### src/rtl/osd_mam_bb_initiator.sv
// osd_mam_bb_initiator
//
// Request-side initiator for the MAM blackbone memory interface. It takes one
// access command at a time, issues a single req handshake to the memory
// adapter, then streams beats. Write words go from the upstream source to the
// memory side, and read words go from the memory side to the downstream sink.
// When the last beat completes it pulses done for one cycle.
//
// Handshake rule, used on every channel (cmd, req, write, read, wdata, rdata):
// a transfer happens on a rising clk_i edge where valid and ready are both 1.
// A producer holds valid and its payload stable until that edge. It never
// withdraws valid. Ready may depend combinationally on valid.
//
// Ports
//   clk_i, rst_i             clock, synchronous active-high reset
//   cmd_*                    access command (direction, address, burst, beats, strobe)
//   wdata_valid/wdata/_ready upstream write stream
//   rdata_valid/rdata/_ready downstream read stream
//   req_*                    memory request channel (registered)
//   write_*                  memory write channel (pass-through of wdata_*)
//   read_*                   memory read channel (pass-through to rdata_*)
//   busy                     1 whenever the FSM is not IDLE (state observation)
//   done, err                one-cycle completion pulse; err=1 marks a rejected command
//   beats_left               remaining beats of the current access
//
// DATA_WIDTH must be 8, 16 or 32.

module osd_mam_bb_initiator #(
    parameter int DATA_WIDTH = 16,
    parameter int ADDR_WIDTH = 32
) (
    input  logic                    clk_i,
    input  logic                    rst_i,

    input  logic                    cmd_valid,
    output logic                    cmd_ready,
    input  logic                    cmd_we,
    input  logic [ADDR_WIDTH-1:0]   cmd_addr,
    input  logic                    cmd_burst,
    input  logic [12:0]             cmd_beats,
    input  logic [DATA_WIDTH/8-1:0] cmd_strb,

    input  logic                    wdata_valid,
    input  logic [DATA_WIDTH-1:0]   wdata,
    output logic                    wdata_ready,

    output logic                    rdata_valid,
    output logic [DATA_WIDTH-1:0]   rdata,
    input  logic                    rdata_ready,

    output logic                    req_valid,
    input  logic                    req_ready,
    output logic                    req_we,
    output logic [ADDR_WIDTH-1:0]   req_addr,
    output logic                    req_burst,
    output logic [12:0]             req_beats,

    output logic                    write_valid,
    output logic [DATA_WIDTH-1:0]   write_data,
    output logic [DATA_WIDTH/8-1:0] write_strb,
    input  logic                    write_ready,

    input  logic                    read_valid,
    input  logic [DATA_WIDTH-1:0]   read_data,
    output logic                    read_ready,

    output logic                    busy,
    output logic                    done,
    output logic                    err,
    output logic [12:0]             beats_left
);

    typedef enum logic [2:0] {
        IDLE  = 3'd0,
        REQ   = 3'd1,
        WRITE = 3'd2,
        READ  = 3'd3,
        DONE  = 3'd4
    } state_t;

    state_t      state;
    // Beat counter. It holds the effective beat count while in REQ, counts
    // down in WRITE/READ, and is 0 in IDLE/DONE, so it doubles as beats_left.
    logic [12:0] cnt;

    logic [12:0] eff_beats;
    assign eff_beats = cmd_burst ? cmd_beats : 13'd1;

    // Data channels are pure pass-through, gated by state so that nothing
    // leaks onto the memory or sink side outside the data phase.
    assign cmd_ready   = (state == IDLE);
    assign write_valid = (state == WRITE) && wdata_valid;
    assign write_data  = wdata;
    assign wdata_ready = (state == WRITE) && write_ready;
    assign rdata_valid = (state == READ) && read_valid;
    assign rdata       = read_data;
    assign read_ready  = (state == READ) && rdata_ready;
    assign beats_left  = cnt;

    always_ff @(posedge clk_i) begin
        if (rst_i) begin
            state      <= IDLE;
            cnt        <= 13'd0;
            req_valid  <= 1'b0;
            req_we     <= 1'b0;
            req_addr   <= '0;
            req_burst  <= 1'b0;
            req_beats  <= 13'd0;
            write_strb <= '0;
            busy       <= 1'b0;
            done       <= 1'b0;
            err        <= 1'b0;
        end else begin
            // done/err are pulses that are only raised on entry to DONE.
            done <= 1'b0;
            err  <= 1'b0;
            case (state)
                IDLE: begin
                    if (cmd_valid) begin
                        busy <= 1'b1;
                        if (cmd_burst && (cmd_beats == 13'd0)) begin
                            // A zero-length burst is rejected without
                            // touching the memory side.
                            state <= DONE;
                            done  <= 1'b1;
                            err   <= 1'b1;
                        end else begin
                            state      <= REQ;
                            req_valid  <= 1'b1;
                            req_we     <= cmd_we;
                            req_addr   <= cmd_addr;
                            req_burst  <= cmd_burst;
                            req_beats  <= eff_beats;
                            cnt        <= eff_beats;
                            write_strb <= cmd_burst ? '1 : cmd_strb;
                        end
                    end
                end
                REQ: begin
                    if (req_ready) begin
                        req_valid <= 1'b0;
                        cnt       <= req_beats;
                        state     <= req_we ? WRITE : READ;
                    end
                end
                WRITE: begin
                    if (wdata_valid && write_ready) begin
                        if (cnt == 13'd1) begin
                            state <= DONE;
                            done  <= 1'b1;
                            cnt   <= 13'd0;
                        end else begin
                            cnt <= cnt - 13'd1;
                        end
                    end
                end
                READ: begin
                    if (read_valid && rdata_ready) begin
                        if (cnt == 13'd1) begin
                            state <= DONE;
                            done  <= 1'b1;
                            cnt   <= 13'd0;
                        end else begin
                            cnt <= cnt - 13'd1;
                        end
                    end
                end
                DONE: begin
                    // Return the request fields to 0 so IDLE presents a
                    // quiet interface.
                    state      <= IDLE;
                    busy       <= 1'b0;
                    req_we     <= 1'b0;
                    req_addr   <= '0;
                    req_burst  <= 1'b0;
                    req_beats  <= 13'd0;
                    write_strb <= '0;
                end
                default: begin
                    state <= IDLE;
                    busy  <= 1'b0;
                end
            endcase
        end
    end

endmodule

### config.mk
export PLATFORM = sky130hd
export DESIGN_NAME = osd_mam_bb_initiator
export DESIGN_NICKNAME = d
export VERILOG_FILES = /design/src/rtl/osd_mam_bb_initiator.sv
export SDC_FILE = /design/constraint.sdc
export NUM_CORES = 1
export LEC_CHECK = 0
export CAP_MARGIN = 40
export CORE_ASPECT_RATIO = 0.75
export CORE_UTILIZATION = 35
export CTS_BUF_LIST = sky130_fd_sc_hd__clkbuf_4
export CTS_CLUSTER_SIZE = 16
export DETAILED_ROUTE_END_ITERATION = 12
export GPL_TIMING_DRIVEN = 0
export PLACE_DENSITY = 0.83
export SYNTH_ARGS = -nofsm -noshare
export SYNTH_HDL_FRONTEND = slang
export SYNTH_SLANG_ARGS = --single-unit
### constraint.sdc
create_clock -name clk_i -period 4.03 [get_ports clk_i]
set_input_delay 0.403 -clock clk_i [delete_from_list [all_inputs] [get_ports clk_i]]
set_output_delay 0.403 -clock clk_i [all_outputs]
set_load 0.05 [all_outputs]
==> impl_metrics.ini, run 1 <==
[outcome]
status = completed

[layout]
multi_input_area_sq_um = 1504
ff_latch_area_sq_um = 1381
fin_nets = 609
drive_gt1_share_pct = 12.84
n_fill_cell = 834
fin_area_sq_um = 5132
syn_to_final_growth_pct = 56.80
diodes = 0

[sta]
period_needed_ns = 3.346
finalCritPeriodShare_pct = 83.02
setup_violations = 0
whs_ns = 0.4857
finalSetupTns_ns = 0
finalHoldViolations = 0
max_slew_margin_pct = 45.17
tightest_slew_ns = 0.8117
fin_skew_ns = 0.01470
clock.fmax_mhz = 298.9
rsz0062_at_grt = no
drv_slew = 0

[floorplan]
initial_utilization_pct = 36.18
core_sq_um = 9046
die_x_um = 113.7
fp.dieArea_sq_um = 9747
num_rows = 30
io_pins = 192
die_y_um = 85.75

[job]
maxCapViolations = 0

[worst_setup_path]
end_kind = primary output
r2r_cells = 6
startpoint_type = flop
crit_path_start = state[0]
required_ns = 3.63
path_cells = clkbuf_1, clkbuf_1, clkbuf_1, and3_1, clkdlybuf4s50_1
crit_cells = 5
cp_slowest_cell = clkdlybuf4s50_1
cp_common_cell = clkbuf_1
cp.arrival_ns = 2.94
cpPeakStageDelay_ns = 0.79
reg2reg_from = beats_left[0]
critPathMaxFanout = 10
cp-endpoint = rdata_valid
r2r_setup_slack_ns = 1.59
worstReg2RegEnd = beats_left[4]
path_buf_inv = 4
critPathTopFamily = buffers and inverters
crit_type = flop to primary output

[synthesis]
async_flop_share_pct = 0
synth-seq-area-share_pct = 42.20
synth_xor_area_share_pct = 1.873
synth_edf_count = 0
yosysWarningCount = 0
ys_types = 55
syn-cell-area_sq_um = 3273
synthMuxAreaShare_pct = 0.6498
synth_top_family_by_area = compound AO/OA/AOI/OAI gates
synth-seq-cells = 69
yosys.area_share.simple_pct = 13.99
syn_avg_cell_area_sq_um = 9.379
synthAdderAreaFrac_pct = 0.7645
synth_nets = 440
synth-main-ff-cell = dfxtp_1
syn-instance-count = 349
synth-compound-area-share_pct = 28.67

[power]
ir_drop_mv = 0.2769
power_density_nw_per_um2 = 664.5
cellLeakagePower_nw = 1.949

[clocking]
cts_resized = 0
cts_setup_buffers = 0
cts_htree_levels = 3
numCtsBuffers = 9
clockBufferDepth = 2
insertion_delay_ns = 0.41
clk_pin_slew_ns = 0.12
cts_num_sinks = 69
hold_buffers = 0
cts_tree = done
clockRootBuffer = clkbuf_4

[grt]
grt_usage_pct = 22.64
first_global_vias = 3392
antenna_found_initial = 0
grt_start_max_net_pins = 14
grt.overflow.total = 0
grt_pass1_wl_um = 17170

[min_path]
min_path_type = flop to flop

[routing]
drc_errors = 0
num_vias = 3497
viasPerCell = 5.380
firstDrtPassIters = 5
detail_route.iter0.violations = 243
ant_nets = 0
wl_um = 10920
wl_per_cell_um = 16.79

[placement]
place_area_sq_um = 5015
gp_congestion = 0.8792
place.detailed.hpwl_um = 8408
io_buffers = 158
==> worst min path at each step <==
| stage | slack [ns] | end | cells after the start | from |
|---|---|---|---|---|
| finish | 0.49 | write_strb[0] | 1 | write_strb[0] |
| global route | 0.50 | beats_left[3] | 2 | rst_i |
| CTS | 0.46 | beats_left[3] | 2 | rst_i |
| detailed placement | 0.45 | write_strb[1] | 1 | write_strb[1] |
| global placement | 0.45 | write_strb[0] | 1 | write_strb[0] |
| floorplan | 0.54 | req_addr[21] | 1 | cmd_addr[21] |
==> registers in the layout, summed over array words and instances, names as in the netlist <==
signal	flops
req_addr	32
beats_left	13
req_beats	13
state	3
write_strb	2
busy	1
done	1
err	1
req_burst	1
req_valid	1
req_we	1
==> cells in the mapped netlist (all sizes together), types with 3 or more instances <==
| cell type | number | area (sq um) |
|---|---|---|
| clkbuf | 18 | 77.57 |
| nand3 | 12 | 60.06 |
| xor2 | 4 | 35.03 |
| nor2b | 3 | 18.77 |
| o41ai | 6 | 60.06 |
| a21bo | 3 | 30.03 |
| buf | 40 | 280.3 |
| xnor2 | 3 | 26.28 |
| a21oi | 24 | 120.1 |
| nand4 | 3 | 18.77 |
| nor3 | 6 | 30.03 |
| a22o | 36 | 315.3 |
| nand2b | 9 | 56.30 |
| inv | 8 | 30.03 |
| a32o | 12 | 120.1 |
| nor3b | 3 | 22.52 |
| nand2 | 14 | 52.55 |
| nor4 | 5 | 37.53 |
| nor2 | 13 | 48.80 |
| a211oi | 3 | 27.52 |
| o31ai | 3 | 22.52 |
| o21ai | 10 | 50.04 |
| o22ai | 3 | 18.77 |
| a31oi | 5 | 31.28 |
| dfxtp | 69 | 1381 |
| a221oi | 5 | 43.79 |
==> worst register-to-register path, cell delays in order, from the launching register on <==
cell      delay (ns)
dfxtp_1         0.45
ha_1            0.19
nor4b_1         0.54
a41oi_1         0.51
a221oi_1        0.40
or3_1           0.16
a21oi_1         0.07
==> per-stage QoR <==
stage | util, % | power, mW | setup slack [ns] | cells
3_3_place_gp | 55.44 | 2.974 | 1.174 | 635
3_5_place_dp | 55.44 | 3.002 | 1.142 | 635
6_report | 56.74 | 3.410 | 0.6844 | 650
4_1_cts | 56.74 | 3.403 | 0.7137 | 650
2_1_floorplan | - | 2.360 | 1.627 | 349
5_1_grt | 56.74 | 3.591 | 0.5482 | 650
==> cell usage in the layout, fill, tap and decap left out, types with 12 or more instances in the layout <==
cell             instances
nand2_1                 14
dfxtp_1                 69
a32o_1                  12
buf_4                   32
a21oi_1                 24
nand3_1                 12
clkbuf_1                17
nor2_1                  13
clkdlybuf4s50_1        158
a22o_1                  36
==> per-layer routing <==
layer,track usage (%),vias up,share of wire (%)
li1,-,1624,-
met2,37.97,236,47
met1,27.71,1616,41
met4,5.861,0,1.3
met3,7.915,21,10
met5,0,-,0
==> kinds of logic (layout without fill, tap and decap cells) <==
group / after synthesis / count (layout)
simple gates: 82 / 82
compound gates: 121 / 121
fa+ha+maj: 2 / 2
mux: 2 / 2
xor+xnor: 7 / 7
buf+inv: 66 / 239
flops: 69 / 69
==> layout make-up <==
class / count / area share (%)
timing repair buffer: 158 / 30.81
multi-input combinational: 214 / 29.30
sequential: 69 / 26.91
clock buffer: 9 / 1.316
tap: 128 / 3.120
clock inverter: 6 / 0.9751
buffer: 58 / 6.972
inverter: 8 / 0.5851
==> power breakdown <==
group          leakage [nW]  switching, mW  total, mW  internal, mW
clock network        0.0586          0.264      0.392         0.128
logic                  1.32           1.30       2.03         0.736
registers             0.566          0.151      0.987         0.836
total                  1.95           1.71       3.41          1.70
Power figures use the tool's default switching activity.
==> run 2, diff against run 1 <==
Settings changed: PLACE_DENSITY 0.83 to 0.86.
Clock period 4.03 ns to 3 ns, I/O delays scaled along.
==> impl_metrics.ini, run 2 (synthesis gave the netlist of run 1 again) <==
[job]
maxCapViolations = 0

[worst_setup_path]
critPathTopFamily = buffers and inverters
cpPeakStageDelay_ns = 0.52
startpoint_type = flop
r2r_cells = 5
worstReg2RegEnd = beats_left[4]
r2r_setup_slack_ns = 0.64
critPathMaxFanout = 10
path_buf_inv = 4
reg2reg_from = beats_left[4]
cp.arrival_ns = 2.39
path_cells = clkbuf_8, inv_1, clkbuf_1, nor2_1, and3_1, dlygate4sd2_1
cp_slowest_cell = dlygate4sd2_1
end_kind = primary output
required_ns = 2.70
crit_type = flop to primary output

[sta]
finalHoldViolations = 0
fin_skew_ns = 0.01426
rsz0062_at_grt = no
setup_violations = 0
fin_ws_ns = 0.3117
finalSetupTns_ns = 0
max_slew_margin_pct = 46.94
tightest_slew_ns = 0.7855
drv_slew = 0
clock.fmax_mhz = 372.0
period_needed_ns = 2.688
finalCritPeriodShare_pct = 89.61

[layout]
most-common-layout-cells = 156 x clkdlybuf4s50_1, 69 x dfxtp_1, 36 x a22o_1
drive_gt1_share_pct = 13.22
fin_nets = 608
diodes = 0
syn_to_final_growth_pct = 57.38
layout_commonest_cell = clkdlybuf4s50_1
largest_register_ffs = 32
largest-register = req_addr
n_fill_cell = 828

[min_path]
min_to = beats_left[3]
min_path_type = input port to flop
min_from = rst_i
holdPathStages = 2

[floorplan]
fp.dieArea_sq_um = 9747
initial_utilization_pct = 36.18
core_sq_um = 9046
io_pins = 192
num_rows = 30
die_y_um = 85.75
die_x_um = 113.7

[clocking]
clockRootBuffer = clkbuf_4
clockBufferDepth = 2
clk_pin_slew_ns = 0.11
hold_buffers = 0
cts_htree_levels = 3
cts_num_sinks = 69
cts_setup_buffers = 0
cts_resized = 3
numCtsBuffers = 9
cts_tree = done
insertion_delay_ns = 0.42

[power]
power_density_nw_per_um2 = 904.8
ir_drop_mv = 0.4219
total_power_mw = 4.661
cellLeakagePower_nw = 1.979

[routing]
detail_route.iter0.violations = 359
wl_per_cell_um = 16.67
wl_um = 10830
ant_nets = 0
num_vias = 3482
firstDrtPassIters = 5
drc_errors = 0
viasPerCell = 5.357

[grt]
grt_pass1_wl_um = 16700
first_global_vias = 3242
grt.overflow.total = 0
grt_usage_pct = 21.98
antenna_found_initial = 0
grt_start_max_net_pins = 14

[outcome]
status = completed

[placement]
place.detailed.hpwl_um = 8390
preCtsSetupSlack_ns = 0.2023
gp_congestion = 0.9118
io_buffers = 158
[run 2: changes by cell type in the layout (fill, tap and decap cells not counted), moves of 2 or more]
cell             delta
clkinv_4            -2
clkinv_2            +2
clkdlybuf4s50_1     -2
clkbuf_1            -2
dlygate4sd2_1       +2
[run 2: power breakdown]
part / total [mW] / leakage (nW) / internal (mW) / switching (mW)
Combinational: 2.72 / 1.34 / 0.985 / 1.73
Sequential: 1.33 / 0.566 / 1.12 / 0.205
Clock: 0.616 / 0.0767 / 0.258 / 0.358
Total: 4.66 / 1.98 / 2.37 / 2.30
[run 2: stage by stage]
step                cell area, sq um  utilization (%)  std cells  hold slack, ns
floorplan                       3273                -        349          0.4331
global placement                5015            55.44        635          0.4481
detailed placement              5015            55.44        635          0.4563
CTS                             5155            56.98        651          0.3724
global route                    5151            56.94        650          0.3560
finish                          5151            56.94        650          0.3926
[run 2: worst max path at each step]
stage | startpoint | end | slack [ns] | cells after the start
finish | state[1] | read_ready | 0.31 | 6
global route | state[0] | wdata_ready | 0.13 | 4
CTS | state[0] | wdata_ready | 0.12 | 5
detailed placement | cmd_beats[2] | req_addr[26] | 0.20 | 8
global placement | state[0] | rdata_valid | 0.28 | 5
floorplan | state[0] | wdata_ready | 0.70 | 4
[run 2: per-layer routing]
layer	track usage (%)	vias up	share of wire (%)	wire length [um]
li1	-	1619	-	-
met4	5.502	0	1.3	141
met5	0	-	0	0
met3	6.855	14	9.8	1062
met2	36.09	217	48	5185
met1	28.10	1632	41	4444
[run 2: layout make-up]
type | instances | area, sq um | share of cell area [%]
buffer | 57 | 355.3 | 6.898
timing repair buffer | 158 | 1579 | 30.65
sequential | 69 | 1381 | 26.82
tap | 128 | 160.2 | 3.109
multi-input combinational | 214 | 1504 | 29.20
clock buffer | 9 | 67.56 | 1.312
clock inverter | 7 | 73.82 | 1.433
inverter | 8 | 30.03 | 0.5829
